### config.mk
export PLATFORM = sky130hd
export DESIGN_NAME = aes_round_ctrl
export DESIGN_NICKNAME = d
export VERILOG_FILES = /design/src/rtl/aes_round_ctrl.sv
export SDC_FILE = /design/constraint.sdc
export NUM_CORES = 1
export LEC_CHECK = 0
export BUFFER_PORTS_ARGS = -buffer_cell sky130_fd_sc_hd__buf_2
export CAP_MARGIN = 40
export CELL_PAD_IN_SITES_DETAIL_PLACEMENT = 0
export CELL_PAD_IN_SITES_GLOBAL_PLACEMENT = 1
export CORE_AREA = 2 2 304 306
export CTS_BUF_LIST = sky130_fd_sc_hd__clkbuf_8
export DETAILED_ROUTE_END_ITERATION = 7
export DIE_AREA = 0 0 306 308
export PLACE_DENSITY_LB_ADDON = 0.1
export RECOVER_POWER = 25
export SETUP_SLACK_MARGIN = 0.4
export SKIP_LAST_GASP = 1
export SLEW_MARGIN = 15
export SYNTH_ARGS = -nofsm -noshare
export SYNTH_HDL_FRONTEND = slang
export SYNTH_SLANG_ARGS = --single-unit
### constraint.sdc
create_clock -name iClk -period 2.02 [get_ports iClk]
set_input_delay 0.404 -clock iClk [delete_from_list [all_inputs] [get_ports iClk]]
set_output_delay 0.404 -clock iClk [all_outputs]
set_load 0.02 [all_outputs]
### src/rtl/aes_round_ctrl.sv
// Purpose : round sequencer for the AES round datapath; emits one-hot init/first/middle/last
//           round flags, latches plaintext/key on start and captures the ciphertext at the end.
// Latency : done pulses NUM_ROUNDS+3 cycles after a start is accepted (13 cycles for AES-128).
// Backpr. : no queueing; iStart is only sampled in IDLE, and a start is accepted in the done cycle.
// Optional: define AES_ROUND_CTRL_ABORT_EN to add iAbort/oAbortAck (cancel an operation in flight).
// Ports   : iClk/iRsn clock and synchronous active-high reset; iStart/iPlainText/iAesKey start
//           request and operands; iCpText datapath result; o*RoundFlag round phase; oPlainText/
//           oAesKey latched operands; oBusy/oDone status; oCpText result; oRoundCnt debug counter.
module aes_round_ctrl #(
  parameter int NUM_ROUNDS = 10,
  parameter int CNT_W      = 4
) (
  input  logic             iClk,
  input  logic             iRsn,
  input  logic             iStart,
  input  logic [127:0]     iPlainText,
  input  logic [127:0]     iAesKey,
  input  logic [127:0]     iCpText,
`ifdef AES_ROUND_CTRL_ABORT_EN
  input  logic             iAbort,
  output logic             oAbortAck,
`endif
  output logic             oInitRoundFlag,
  output logic             oFstRoundFlag,
  output logic             oMidRoundFlag,
  output logic             oLstRoundFlag,
  output logic [127:0]     oPlainText,
  output logic [127:0]     oAesKey,
  output logic             oBusy,
  output logic             oDone,
  output logic [127:0]     oCpText,
  output logic [CNT_W-1:0] oRoundCnt
);

  if (!(NUM_ROUNDS == 10 || NUM_ROUNDS == 12 || NUM_ROUNDS == 14)) begin : g_bad_rounds
    $fatal(1, "aes_round_ctrl: NUM_ROUNDS must be 10, 12 or 14");
  end
  if ((1 << CNT_W) <= NUM_ROUNDS) begin : g_bad_cnt_w
    $fatal(1, "aes_round_ctrl: CNT_W too narrow for NUM_ROUNDS");
  end

  localparam logic [CNT_W-1:0] CNT_ONE  = CNT_W'(1);
  localparam logic [CNT_W-1:0] CNT_TWO  = CNT_W'(2);
  // Last MID round index; reaching it moves to LST, which bounds the counter.
  localparam logic [CNT_W-1:0] LAST_MID = CNT_W'(NUM_ROUNDS - 1);
  localparam logic [CNT_W-1:0] LST_CNT  = CNT_W'(NUM_ROUNDS);

  typedef enum logic [2:0] {
    S_IDLE,
    S_INIT,
    S_FST,
    S_MID,
    S_LST,
    S_DONE
  } state_t;

  state_t             state_q, state_d;
  logic [CNT_W-1:0]   cnt_q, cnt_d;
  logic               init_q, fst_q, mid_q, lst_q;
  logic               busy_q, done_q;
  logic [127:0]       pt_q, key_q, cp_q;
  logic               accept;

  assign accept = (state_q == S_IDLE) && iStart;

  always_comb begin
    state_d = state_q;
    cnt_d   = cnt_q;
    unique case (state_q)
      S_IDLE: begin
        if (iStart) begin
          state_d = S_INIT;
          cnt_d   = '0;
        end
      end
      S_INIT: begin
        state_d = S_FST;
        cnt_d   = CNT_ONE;
      end
      S_FST: begin
        state_d = S_MID;
        cnt_d   = CNT_TWO;
      end
      S_MID: begin
        if (cnt_q == LAST_MID) begin
          state_d = S_LST;
          cnt_d   = LST_CNT;
        end else begin
          cnt_d   = cnt_q + CNT_ONE;
        end
      end
      S_LST: begin
        state_d = S_DONE;
      end
      S_DONE: begin
        state_d = S_IDLE;
        cnt_d   = '0;
      end
      default: begin
        state_d = S_IDLE;
        cnt_d   = '0;
      end
    endcase
`ifdef AES_ROUND_CTRL_ABORT_EN
    // Abort only cuts the round phases; DONE always runs to completion.
    if (iAbort && (state_q inside {S_INIT, S_FST, S_MID, S_LST})) begin
      state_d = S_IDLE;
      cnt_d   = '0;
    end
`endif
  end

  // Flags and busy are decoded from the next state so they are registered and
  // line up exactly with the state they describe.
  always_ff @(posedge iClk) begin
    if (iRsn) begin
      state_q <= S_IDLE;
      cnt_q   <= '0;
      init_q  <= 1'b0;
      fst_q   <= 1'b0;
      mid_q   <= 1'b0;
      lst_q   <= 1'b0;
      busy_q  <= 1'b0;
      done_q  <= 1'b0;
      pt_q    <= '0;
      key_q   <= '0;
      cp_q    <= '0;
    end else begin
      state_q <= state_d;
      cnt_q   <= cnt_d;
      init_q  <= (state_d == S_INIT);
      fst_q   <= (state_d == S_FST);
      mid_q   <= (state_d == S_MID);
      lst_q   <= (state_d == S_LST);
      busy_q  <= (state_d != S_IDLE);
      done_q  <= (state_q == S_DONE);
      if (accept) begin
        pt_q  <= iPlainText;
        key_q <= iAesKey;
      end
      if (state_q == S_DONE) begin
        cp_q  <= iCpText;
      end
    end
  end

`ifdef AES_ROUND_CTRL_ABORT_EN
  logic ack_q;
  always_ff @(posedge iClk) begin
    if (iRsn) begin
      ack_q <= 1'b0;
    end else begin
      ack_q <= iAbort && (state_q inside {S_INIT, S_FST, S_MID, S_LST});
    end
  end
  assign oAbortAck = ack_q;
`endif

  assign oInitRoundFlag = init_q;
  assign oFstRoundFlag  = fst_q;
  assign oMidRoundFlag  = mid_q;
  assign oLstRoundFlag  = lst_q;
  assign oBusy          = busy_q;
  assign oDone          = done_q;
  assign oPlainText     = pt_q;
  assign oAesKey        = key_q;
  assign oCpText        = cp_q;
  assign oRoundCnt      = cnt_q;

endmodule

==> results by group <==
Outcome
  – Outcome: finished, final reports clean

Global route
  – Wire length of the first global-routing pass: 107 mm
  – Total global-route track usage: 0.150
  – Via count of the first global-routing pass: 17000
  – Pin count of the biggest net entering global routing: 67
  – Antenna violations before repair: 2
  – Total congestion overflow: 0

Logic synthesis
  – Per-instance average area after synthesis: 7.99 sq um
  – Number of synthesized register bits: 397
  – Async set or reset register ratio after synthesis: 0
  – Number of cells produced by synthesis: 1728
  – Cell types occupying the most area after synthesis: dfxtp_1 58%, nand2_1 21%, a21oi_1 14%
  – Number of nets in the synthesized netlist: 2117
  – Leading cell types by count after synthesis: 771 x nand2_1, 397 x dfxtp_1, 388 x a21oi_1
  – Post-synthesis cell area: 13800 sq um
  – Predominant post-synthesis flop cell: dfxtp_1
  – Top-area cell type share of the netlist area: 0.576
  – Cell type contributing the most total cell area after synthesis: dfxtp_1
  – Post-synth cell types: 33
  – EDFF count, synth: 0
  – Synthesis warning total: 0
  – Sequential-to-total area share from yosys stat: 0.576
  – Most common cell in the synthesized netlist: nand2_1

Timing
  – Worst Clk Skew: 0.0175 ns
  – RSZ-0062 raised after global routing: yes
  – Setup total negative slack: 0 ns
  – Share of the clock period used by the worst path after layout: 0.861
  – Maximum operating frequency: 575 MHz
  – Shortest period the worst path allows: 1.74 ns
  – Headroom to the max-slew limit: 0.578
  – Final count of negative-setup-slack endpoints: 0
  – Slew Viols, Final: 0
  – Count of endpoints failing hold in the final timing report: 0
  – Transition time of the tightest slew-check pin: 0.633 ns

Cells and area
  – Proportion of layout cells with a drive suffix above 1: 0.513
  – Final net count: 3418
  – Cell Count, Final, Fillers Out: 4273
  – Post-route design area: 29700 sq um
  – Post-synthesis to final-layout area growth: 115%
  – Register area: 8460 sq um
  – Fill cells: 9777
  – Multi-input combinational cell area: 5620 sq um

Clock network
  – Buffer depth of the longest clock path: 3
  – Root buffer cell: clkbuf_8
  – H-tree levels: 3
  – Sinks on Clock Net: 397
  – CTS clk-pin slew, worst paths: 0.06 ns
  – Number of buffers created by CTS: 85
  – Insertion delay of the later-clocked pin in the worst-skew pair: 0.69 ns
  – CTS tree: done

Floorplan
  – I/O pins: 781
  – Area of the core: 91000 sq um
  – Die area: 94200 sq um
  – Placement Rows: 111
  – Initial standard-cell utilization of the core: 0.152
  – Die extent in y: 308 um
  – Horiz. Die Dim: 306 um

Power and ir drop
  – Cell area power density: 729 nW/um^2
  – Net Sw Frac: 0.289
  – Share of total power in sequential cells: 0.394
  – Psw: 6.25 mW
  – Overall power of the completed layout: 21.6 mW
  – Clock power share: 0.409
  – Comb power frac: 0.197
  – Internal cell power: 15.4 mW
  – Total leakage power: 12.6 nW
  – Worst supply voltage drop on vdd: 0.000488 V

Detailed routing
  – Drt total wl: 78.2 mm
  – Residual DRC count: 0
  – Vias per cell: 3.91
  – Mean routed wirelength per cell: 18.3 um
  – Vias: 16700
  – Drt pass-1 iters: 5
  – Antenna Violating Nets Remaining: 0
  – Drt initial violations: 601

Worst setup path
  – Endpoint type of the worst setup path: flip-flop
  – Count of cells along the worst register-to-register path: 6
  – WP data required: 2.61 ns
  – Critical Path Source Type: flip-flop
  – Data arrival time of the critical path: 2.33 ns
  – Biggest fanout along the worst timing path: 5
  – Setup CP Type: flip-flop to flip-flop

Hold path
  – Hold crit path type: input port to flip-flop
  – Worst hold stages: 2

Place
  – Post-DP Area: 19000 sq um
  – Quantity of I/O buffers inserted on ports: 780
  – RD Place Congestion: 0.792
  – Post-placement cell count: 3604
  – Dpl hpwl: 50.7 mm

Flow run
  – Number of maximum-capacitance constraint violations: 0
metrics by stage:
stage          hold WS, ns  utilization  worst slack, ns
2_1_floorplan        0.533            -            0.622
3_3_place_gp         0.439        0.209            0.347
3_5_place_dp         0.443        0.209            0.334
4_1_cts             0.0583        0.309            0.288
5_1_grt              0.118        0.326            0.179
6_report             0.147        0.326            0.282
placed cells by master (no fill, tap or decap), types with 3 or more instances in the layout:
cell type	Yosys	routed
buf_6	20	399
dfxtp_2	0	387
clkbuf_16	0	16
buf_16	0	13
nand2_2	0	21
buf_12	0	19
clkinvlp_4	0	3
inv_1	2	30
clkinv_2	0	3
buf_4	7	113
dfxtp_4	0	8
buf_8	1	5
buf_2	49	385
nor2_1	10	10
nand2_1	771	724
clkbuf_8	0	105
a21oi_1	388	322
dlygate4sd3_1	0	385
a21oi_2	0	66
nand2_4	0	26
clkbuf_1	54	6
power by group through the flow:
stage | clock network [mW] | registers, mW | logic, mW
after global routing | 9.68 | 8.55 | 4.54
after floorplan | 0 | 8.96 | 0.893
after detailed placement | 0 | 8.54 | 2.51
after CTS | 9.33 | 8.52 | 3.82
final | 8.84 | 8.52 | 4.25
after global placement | 0 | 8.53 | 2.51
metal layers:
metal	global-route usage	vias up	part of all wire
met5	0	-	0
met4	0.0734	0	0.039
met3	0.0424	137	0.060
met2	0.277	508	0.53
met1	0.157	7874	0.37
li1	-	8186	-
registers in the layout, summed over array words and instances, names as in the netlist:
| signal | count |
|---|---|
| oRoundCnt | 4 |
| oBusy | 1 |
| oFstRoundFlag | 1 |
| oLstRoundFlag | 1 |
| oDone | 1 |
| oPlainText | 128 |
| oMidRoundFlag | 1 |
| oAesKey | 128 |
| state_q | 3 |
| oInitRoundFlag | 1 |
| oCpText | 128 |
logic make-up after synthesis:
group | count (synthesis) | synth area share
DFF | 397 | 0.576
muxes | 1 | 0.000725
adders and majority gates | 2 | 0.00181
AOI/OAI and AO/OA | 396 | 0.145
buffers and inverters | 133 | 0.0542
and+or+nand+nor | 799 | 0.222
final timing paths:
path | startpoint | end | slack [ns]
max | oRoundCnt[0] | oLstRoundFlag | 0.28
min | iRsn | oAesKey[3] | 0.15
max reg2reg | oRoundCnt[0] | oLstRoundFlag | 0.28
min reg2reg | oCpText[81] | oCpText[81] | 0.46
timing repair:
action,4_1_cts,5_1_grt
pin swaps,1,59
hold endpoints to repair,386,0
hold buffers,385,0
buffers inserted,30,84
gates cloned,7,18
gates resized for setup,1201,163
endpoints found under the setup margin,656,643
critical path, stage by stage (launching register included):
cell      delay, ns
dfxtp_1        0.36
buf_4          0.12
clkbuf_1       0.23
ha_1           0.18
and3b_1        0.25
and3_1         0.22
nor3b_1        0.27
layout make-up:
cell class / count / share of cell area
clock buffer: 105 / 0.0487
antenna: 2 / 0.000169
inverter: 2 / 0.000253
multi-input combinational: 1198 / 0.190
clock inverter: 38 / 0.00743
tap: 1186 / 0.0500
sequential: 397 / 0.285
timing repair buffer: 1345 / 0.418
Power figures use the tool's default switching activity.
